===== src/rtl/game_flow_controller_if.sv =====
// Signal bundle between the round sequencer and the buttons / score block.
// state_dbg exposes the internal sequencer state for external checkers.
interface game_flow_controller_if;
    logic       BTN_START;
    logic       BTN_MODE;
    logic       SCORE_WIN;
    logic       WIN;
    logic       LOST;
    logic [1:0] MSM_STATE;
    logic       TIMED_MODE;
    logic       SCORE_RESET;
    logic       ROUND_DONE;
    logic [2:0] state_dbg;

    modport master (
        input  BTN_START, BTN_MODE, SCORE_WIN, WIN, LOST,
        output MSM_STATE, TIMED_MODE, SCORE_RESET, ROUND_DONE, state_dbg
    );

    modport slave (
        output BTN_START, BTN_MODE, SCORE_WIN, WIN, LOST,
        input  MSM_STATE, TIMED_MODE, SCORE_RESET, ROUND_DONE, state_dbg
    );
endinterface


===== src/rtl/game_flow_controller.sv =====
// Round sequencer for the snake game: debounces START/MODE, arms the score
// block, runs PLAY, shows WIN/LOSE for a fixed hold time, then returns to IDLE.
module game_flow_controller #(
    parameter int DEBOUNCE_MAX = 999999,
    parameter int ARM_CYCLES   = 4,
    parameter int HOLD_MAX     = 299999999,
    parameter int CNT_W        = 29
) (
    input  logic                  CLK,
    input  logic                  RESETN,
    game_flow_controller_if.master bus
);
    localparam int DB_W = $clog2(DEBOUNCE_MAX + 1);

    typedef enum logic [2:0] {IDLE, ARM, PLAY, WIN_S, LOSE_S} state_t;

    // Bit 0 is START, bit 1 is MODE throughout the button path.
    logic [1:0]            btn_raw;
    logic [1:0]            sync1_q, sync1_d, sync2_q, sync2_d;
    logic [1:0]            acc_q, acc_d, press_q, press_d;
    logic [1:0][DB_W-1:0]  db_cnt_q, db_cnt_d;

    state_t                state_q, state_d;
    logic                  timed_q, timed_d;
    logic [3:0]            arm_q, arm_d;
    logic [CNT_W-1:0]      hold_q, hold_d;
    logic [1:0]            msm_q, msm_d;
    logic                  score_reset_q, score_reset_d;
    logic                  round_done_q, round_done_d;
    logic                  abort;
    logic                  press_start, press_mode;

    assign btn_raw     = {bus.BTN_MODE, bus.BTN_START};
    assign press_start = press_q[0];
    assign press_mode  = press_q[1];

    always_comb begin
        sync1_d  = btn_raw;
        sync2_d  = sync1_q;
        acc_d    = acc_q;
        db_cnt_d = db_cnt_q;
        for (int i = 0; i < 2; i++) begin
            if (sync2_q[i] == acc_q[i]) begin
                db_cnt_d[i] = '0;
            end else if (db_cnt_q[i] == DB_W'(DEBOUNCE_MAX)) begin
                acc_d[i]    = sync2_q[i];
                db_cnt_d[i] = '0;
            end else begin
                db_cnt_d[i] = db_cnt_q[i] + DB_W'(1);
            end
        end
        press_d = acc_d & ~acc_q;
    end

    always_comb begin
        state_d = state_q;
        timed_d = timed_q;
        arm_d   = arm_q;
        hold_d  = hold_q;
        abort   = 1'b0;
        case (state_q)
            IDLE: begin
                if (press_start) begin
                    state_d = ARM;
                    arm_d   = '0;
                end else if (press_mode) begin
                    timed_d = ~timed_q;
                end
            end
            ARM: begin
                if (arm_q == 4'(ARM_CYCLES - 1)) state_d = PLAY;
                else                             arm_d   = arm_q + 4'd1;
            end
            PLAY: begin
                hold_d = '0;
                if (press_start) begin
                    state_d = IDLE;
                    abort   = 1'b1;
                end else if (timed_q) begin
                    if (bus.WIN)       state_d = WIN_S;
                    else if (bus.LOST) state_d = LOSE_S;
                end else if (bus.SCORE_WIN) begin
                    state_d = WIN_S;
                end
            end
            WIN_S, LOSE_S: begin
                // Replay takes precedence over the hold timeout.
                if (press_start) begin
                    state_d = ARM;
                    arm_d   = '0;
                    hold_d  = '0;
                end else if (hold_q == CNT_W'(HOLD_MAX)) begin
                    state_d = IDLE;
                    hold_d  = '0;
                end else begin
                    hold_d = hold_q + CNT_W'(1);
                end
            end
            default: state_d = IDLE;
        endcase

        case (state_d)
            PLAY:    msm_d = 2'd1;
            WIN_S:   msm_d = 2'd2;
            LOSE_S:  msm_d = 2'd3;
            default: msm_d = 2'd0;
        endcase
        score_reset_d = (state_d == ARM) || abort;
        round_done_d  = (state_q == PLAY) && (state_d == WIN_S || state_d == LOSE_S);
    end

    always_ff @(posedge CLK or negedge RESETN) begin
        if (!RESETN) begin
            sync1_q       <= '0;
            sync2_q       <= '0;
            acc_q         <= '0;
            press_q       <= '0;
            db_cnt_q      <= '0;
            state_q       <= IDLE;
            timed_q       <= 1'b0;
            arm_q         <= '0;
            hold_q        <= '0;
            msm_q         <= 2'd0;
            score_reset_q <= 1'b0;
            round_done_q  <= 1'b0;
        end else begin
            sync1_q       <= sync1_d;
            sync2_q       <= sync2_d;
            acc_q         <= acc_d;
            press_q       <= press_d;
            db_cnt_q      <= db_cnt_d;
            state_q       <= state_d;
            timed_q       <= timed_d;
            arm_q         <= arm_d;
            hold_q        <= hold_d;
            msm_q         <= msm_d;
            score_reset_q <= score_reset_d;
            round_done_q  <= round_done_d;
        end
    end

    assign bus.MSM_STATE   = msm_q;
    assign bus.TIMED_MODE  = timed_q;
    assign bus.SCORE_RESET = score_reset_q;
    assign bus.ROUND_DONE  = round_done_q;
    assign bus.state_dbg   = state_q;
endmodule


===== src/flat_wrapper.sv =====
// flat-port wrapper written by rule: the top's interface ports become plain ports
module game_flow_controller_flat 
#(
    parameter int DEBOUNCE_MAX = 999999,
    parameter int ARM_CYCLES   = 4,
    parameter int HOLD_MAX     = 299999999,
    parameter int CNT_W        = 29
)
  (CLK, RESETN, bus_BTN_START, bus_BTN_MODE, bus_SCORE_WIN, bus_WIN, bus_LOST, bus_MSM_STATE, bus_TIMED_MODE, bus_SCORE_RESET, bus_ROUND_DONE, bus_state_dbg);
  game_flow_controller_if bus_i ();
  input  logic CLK;
  input  logic RESETN;
  input wire logic [$bits(bus_i.BTN_START)-1:0] bus_BTN_START;
  input wire logic [$bits(bus_i.BTN_MODE)-1:0] bus_BTN_MODE;
  input wire logic [$bits(bus_i.SCORE_WIN)-1:0] bus_SCORE_WIN;
  input wire logic [$bits(bus_i.WIN)-1:0] bus_WIN;
  input wire logic [$bits(bus_i.LOST)-1:0] bus_LOST;
  output wire logic [$bits(bus_i.MSM_STATE)-1:0] bus_MSM_STATE;
  output wire logic [$bits(bus_i.TIMED_MODE)-1:0] bus_TIMED_MODE;
  output wire logic [$bits(bus_i.SCORE_RESET)-1:0] bus_SCORE_RESET;
  output wire logic [$bits(bus_i.ROUND_DONE)-1:0] bus_ROUND_DONE;
  output wire logic [$bits(bus_i.state_dbg)-1:0] bus_state_dbg;
  assign bus_i.BTN_START = bus_BTN_START;
  assign bus_i.BTN_MODE = bus_BTN_MODE;
  assign bus_i.SCORE_WIN = bus_SCORE_WIN;
  assign bus_i.WIN = bus_WIN;
  assign bus_i.LOST = bus_LOST;
  assign bus_MSM_STATE = bus_i.MSM_STATE;
  assign bus_TIMED_MODE = bus_i.TIMED_MODE;
  assign bus_SCORE_RESET = bus_i.SCORE_RESET;
  assign bus_ROUND_DONE = bus_i.ROUND_DONE;
  assign bus_state_dbg = bus_i.state_dbg;
  game_flow_controller #(.DEBOUNCE_MAX(DEBOUNCE_MAX), .ARM_CYCLES(ARM_CYCLES), .HOLD_MAX(HOLD_MAX), .CNT_W(CNT_W)) u_core (.CLK(CLK), .RESETN(RESETN), .bus(bus_i));
endmodule

===== config.mk =====
export PLATFORM = sky130hd
export DESIGN_NAME = game_flow_controller_flat
export DESIGN_NICKNAME = d
export VERILOG_FILES = /design/src/rtl/game_flow_controller_if.sv /design/src/rtl/game_flow_controller.sv /design/src/flat_wrapper.sv
export SDC_FILE = /design/constraint.sdc
export NUM_CORES = 1
export LEC_CHECK = 0
export ABC_AREA = 0
export BUFFER_PORTS_ARGS = -buffer_cell sky130_fd_sc_hd__buf_2
export CELL_PAD_IN_SITES_DETAIL_PLACEMENT = 1
export CELL_PAD_IN_SITES_GLOBAL_PLACEMENT = 1
export CORE_UTILIZATION = 50
export DETAILED_ROUTE_END_ITERATION = 6
export PLACE_DENSITY_LB_ADDON = 0.25
export SETUP_SLACK_MARGIN = 0.1
export SLEW_MARGIN = 20
export SYNTH_ARGS = -nofsm -noshare
export SYNTH_HDL_FRONTEND = slang
export SYNTH_SLANG_ARGS = --single-unit

===== constraint.sdc =====
create_clock -name CLK -period 5 [get_ports CLK]
set_input_delay 1.25 -clock CLK [delete_from_list [all_inputs] [get_ports CLK]]
set_output_delay 1.25 -clock CLK [all_outputs]
set_load 0.05 [all_outputs]

**Yosys cells after proc, flatten, opt, wreduce, memory -nomap -nowiden**

Cells that the tools add are included.

- Register bits: 89
- Output and inout bits: 8
- Input port bits: 7

- Muxes and demuxes: 27
- Bitwise operators: 4
- $add $sub $neg: 4
- Reductions and logical operators: 10
- Eq/ne operators: 16

Operators with widths:

| operator | number |
|---|---|
| two-way mux 20 bit | 4 |
| two-way mux 29 bit | 2 |
| case mux 29 bit (2 select lines) | 1 |
| adder 20 x 1 -> 20 bit, second input constant | 2 |
| equality test 20 bit, second input constant | 2 |
| adder 29 x 1 -> 29 bit, second input constant | 1 |
| equality test 29 bit, second input constant | 1 |
| two-way mux 3 bit | 9 |
| equality test 3 x 2 -> 1 bit, second input constant | 4 |
| case mux 3 bit (4 select lines) | 1 |
| two-way mux 4 bit | 2 |
| case mux 4 bit (2 select lines) | 1 |
| equality test 3 x 1 -> 1 bit, second input constant | 2 |
| equality test 3 bit, second input constant | 2 |
| two-way mux 1 bit | 6 |
| case mux 2 bit (3 select lines) | 1 |
| AND reduction 3 bit | 2 |
| adder 4 x 1 -> 4 bit, second input constant | 1 |
| equality test 4 x 2 -> 1 bit, second input constant | 1 |
| nonzero test 2 bit | 2 |
| logical NOT 3 bit | 1 |
| OR reduction 3 bit | 1 |
| bitwise AND 2 bit | 1 |
| equality test 1 bit | 2 |
| 7 further kinds | 9 |

**Longest topological paths before layout**

- Word-level depth: 8
- Mapped depth: 8
- Mapped depth without buffers: 7

**Worst setup path after synthesis**

Ideal clock, no wire load.

- Kind: register to register
- Start point: reg u_core.state_q[0], in the netlist u_core.bus.state_dbg[0]
- End point: reg u_core.hold_q[27]
- Data required time: 4.882 ns
- Path slack: 2.818 ns
- Stages on the path, launching flop included: 8
- Library setup time: 0.118 ns
- Period minus slack after synthesis: 2.182 ns
- Arrival: 2.063 ns
- Path buffers: 2
- Cells stage by stage: dfrtp_1 -> or3b_2 -> clkbuf_4 -> a2111oi_4 -> buf_6 -> nand4_1 -> xor2_1 -> nor2_1

- Longest elaborated chain between the ends: 3

Ends and longest elaborated chain:

| element | line | source |
|---|---|---|
| from (decl) | game_flow_controller.sv:23 | `state_t state_q, state_d;` |
| from (signal assigned) | game_flow_controller.sv:132 | `state_q <= state_d;` |
| equality test 3 x 2 -> 1 bit / equality test 3 bit (equally long branches) | game_flow_controller.sv:61 | `case (state_q)` |
| OR reduction 2 bit | game_flow_controller.sv:61 |  |
| case mux 29 bit (2 select lines) / nonzero test 2 bit (equally long branches) | -- |  |
| to (signal assigned) | game_flow_controller.sv:135 | `hold_q <= hold_d;` |
| to (decl) | game_flow_controller.sv:26 | `logic [CNT_W-1:0] hold_q, hold_d;` |

Several ways; a longest one is shown, not always the timed one.
A chain may end at the register's enable or synchronous reset.

**Final worst setup path**

- Start point: reg u_core.state_q[0], in the netlist u_core.bus.state_dbg[0]
- End point: out bus_state_dbg[0]

RTL lines:

| element | line | source |
|---|---|---|
| to (decl) | flat_wrapper.sv:22 | `output wire logic [$bits(bus_i.state_dbg)-1:0] bus_state_dbg;` |

No word-level cell between the ends.

==> run_results.csv <==
group,metric,value,unit
status,status,"finished with violations",
status,violations,"DRC",
power,leakage,0.00211,uW
route,vias_per_cell,5.74,
synthesis,synth-main-ff-cell,"dfrtp_1",
global_route,grt_overflow,0,
synthesis,yosys_warnings,0,
setup_path,cpLargestDelayFamily,"flip-flops",
cts,hold_buffers,0,
route,drt-wirelength-per-cell,17.0,um
route,drc_errors,6,
layout,layout_common_cells,"89 x dfrtp_1, 77 x nor2_1, 38 x nand2_1",
layout,layout.cells.most_common,"dfrtp_1",
cts,cts_buffers,9,
global_route,grt_usage,0.233,
power,power.density,289,mW/mm^2
run,maxCapViolations,0,
setup_path,required,3.75,ns
global_route,busiest_layer,"met2",
synthesis,synth.distinct_cells,56,
setup_path,reg2regPathDepth,5,
synthesis,syn_nets,471,
timing,fin_setup_tns,0,ns
global_route,gr-usage-met1,0.295,
layout,instances_no_fill,586,
cts,cts-htree-levels,3,
floorplanning,core,0.00881,sq mm
timing,post-route-period-util,0.517,
setup_path,regToRegEndpoint,"u_core.hold_q[19]$_DFFE_PN0P_",
setup_path,reg2reg_slack,2.43,ns
cts,post-cts-setup-buffer-count,0,
cts,clk_pin_slew_worst_paths,0.09,ns
global_route,antenna_found_initial,0,
floorplanning,dieArea,0.00953,sq mm
cts,ctsResizeCount,0,
global_route,grtUsageMet3,0.0561,
synthesis,synth_edf_count,0,
place,dp.cells,570,
place,hpwl,6700,um
place,gp_congestion,0.814,
layout,area_delta_synth_final,6.89,%
place,port_buffers,14,
cts,clockBufferDepth,2,
global_route,grt_pass1_vias,3633,
floorplanning,num_io_pins,15,
setup_path,slowest_delay,0.63,ns
cts,cts_num_sinks,89,
route,drt_iter0_drc,97,
setup_path,crit_arrival,1.33,ns
setup_path,critical_path_class,"reg -> out",
timing,fmax,0.387,GHz
route,drtPass1Iterations,6,
hold_path,min_path_cells,0,
cts,clock-root-buffer,"clkbuf_8",
synthesis,syn_area_per_cell,9.94,sq um
layout,drive_above_1_share,0.105,
setup_path,cp-start-kind,"register",
setup_path,critPathCaptureType,"output port",
layout,diodes,0,
timing,worst_slew_pin_slew,0.840,ns
layout,nNetsFinal,484,
route,drtAntennaViolNets,0,
floorplanning,core.rowCount,34,
cts,clock_latency,0.36,ns
route,vias,3363,
timing,final.min_clock_period,2.58,ns
timing,rsz0062_at_grt,"no",
hold_path,hold_path_end,"u_core.sync2_q[0]$_DFF_PN0_",
setup_path,crit_buf_inv,1,
synthesis,syn-instance-count,460,
synthesis,ys_seq_area_frac,0.487,
setup_path,crit_fanout,15,
floorplanning,start_util,0.519,
floorplanning,die_h,97.6,um
cts,cts_tree,"yes",
timing,drv_slew,0,
setup_path,worst_path_max_delay_cell,"dfrtp_1",
floorplanning,fp.dieW,97.6,um
global_route,grt_max_degree,50,
route,drt-total-wl,9980,um
hold_path,min_from,"u_core.sync1_q[0]$_DFF_PN0_",
synthesis,synth_area,0.00457,sq mm
synthesis,ys_ff_latch,89,
hold_path,min_path_type,"reg -> reg",
timing,setup_viol,0,
global_route,grt_pass1_wl,17700,um
timing,clock_skew,0.0143,ns
power,irDropWorstVdd,0.158,mV
synthesis,async_reset_ff_frac,1.00,
timing,finalHoldViolations,0,
setup_path,reg2reg_from,"u_core.hold_q[8]$_DFFE_PN0P_",
global_route,met2_usage,0.397,
setup_path,path_cells,"buf_2",
timing,worst_slew_margin_rel,0.435,
==> routing by layer <==
layer	wire length, um	part of all wire	vias to the layer above
met4	140	0.014	0
met1	4530	0.45	1691
met3	253	0.025	14
met2	5050	0.51	41
li1	-	-	1617
met5	0	0	-
==> where the power goes <==
part / leakage [uW] / total [uW] / internal [uW] / switching, uW
registers: 0.00120 / 775 / 743 / 31.8
clock network: 0.000100 / 519 / 261 / 258
logic: 0.000809 / 119 / 39.5 / 79.1
total: 0.00211 / 1410 / 1040 / 369
==> cells in the mapped netlist (all sizes together) (4+ instances only) <==
cell type / n / area share
xnor2: 28 / 0.054
o21ai: 7 / 0.0077
nand3: 24 / 0.026
buf: 8 / 0.017
dfrtp: 89 / 0.49
nand2: 39 / 0.033
nor2: 79 / 0.066
nand2b: 4 / 0.0055
ha: 4 / 0.011
inv: 11 / 0.0090
and4: 5 / 0.0096
nand4: 23 / 0.033
and3: 11 / 0.015
a21oi: 6 / 0.0066
nor3: 14 / 0.018
or4: 4 / 0.0066
clkbuf: 6 / 0.0079
a31oi: 5 / 0.0068
nor4: 13 / 0.019
xor2: 37 / 0.071
==> logic make-up (layout without fill, tap and decap cells) <==
kind of cell	count (synthesis)	in the layout	synth area share
and+or+nand+nor	239	239	0.271
muxes	6	6	0.0140
xor gates and xnor gates	65	65	0.124
adders and majority gates	4	4	0.0109
AOI/OAI and AO/OA	32	32	0.0591
buffers and inverters	25	43	0.0336
DFF	89	89	0.487
==> worst max path at each step <==
| stage | depth (start not counted) | to | from |
|---|---|---|---|
| global placement | 5 | u_core.hold_q[19]$_DFFE_PN0P_ | u_core.hold_q[8]$_DFFE_PN0P_ |
| floorplan | 7 | u_core.hold_q[27]$_DFFE_PN0P_ | u_core.bus.state_dbg[0]$_DFF_PN0_ |
| finish | 1 | bus_state_dbg[0] | u_core.bus.state_dbg[0]$_DFF_PN0_ |
| global route | 5 | u_core.hold_q[19]$_DFFE_PN0P_ | u_core.hold_q[8]$_DFFE_PN0P_ |
| CTS | 1 | bus_state_dbg[0] | u_core.bus.state_dbg[0]$_DFF_PN0_ |
| detailed placement | 5 | u_core.hold_q[19]$_DFFE_PN0P_ | u_core.hold_q[8]$_DFFE_PN0P_ |
==> cell type report <==
| class | instances | area, sq um |
|---|---|---|
| inverter | 11 | 41.3 |
| fill | 1022 | 3920 |
| timing repair buffer | 16 | 87.6 |
| clock buffer | 13 | 159 |
| clock inverter | 3 | 46.3 |
| tap | 108 | 135 |
| multi-input combinational | 346 | 2190 |
| sequential | 89 | 2230 |
==> through the flow <==
stage	utilization	setup slack [ns]	instance area, sq um	total power [uW]	hold WS (ns)
detailed placement	0.532	2.45	4680	906	0.337
floorplan	-	2.82	4570	866	0.331
global route	0.555	2.27	4890	1470	0.373
global placement	0.532	2.56	4680	897	0.335
finish	0.555	2.42	4890	1410	0.354
CTS	0.555	2.41	4890	1430	0.357
==> registers in the layout, summed over array words and instances (netlist names) <==
| signal | count |
|---|---|
| u_core.sync2_q | 2 |
| u_core.acc_q | 2 |
| u_core.db_cnt_q | 40 |
| u_core.bus.ROUND_DONE | 1 |
| u_core.arm_q | 4 |
| u_core.bus.TIMED_MODE | 1 |
| u_core.sync1_q | 2 |
| u_core.bus.MSM_STATE | 2 |
| u_core.press_q | 2 |
| u_core.hold_q | 29 |
| u_core.bus.SCORE_RESET | 1 |
| u_core.bus.state_dbg | 3 |
Note: power is estimated with default switching activity, not from simulation.
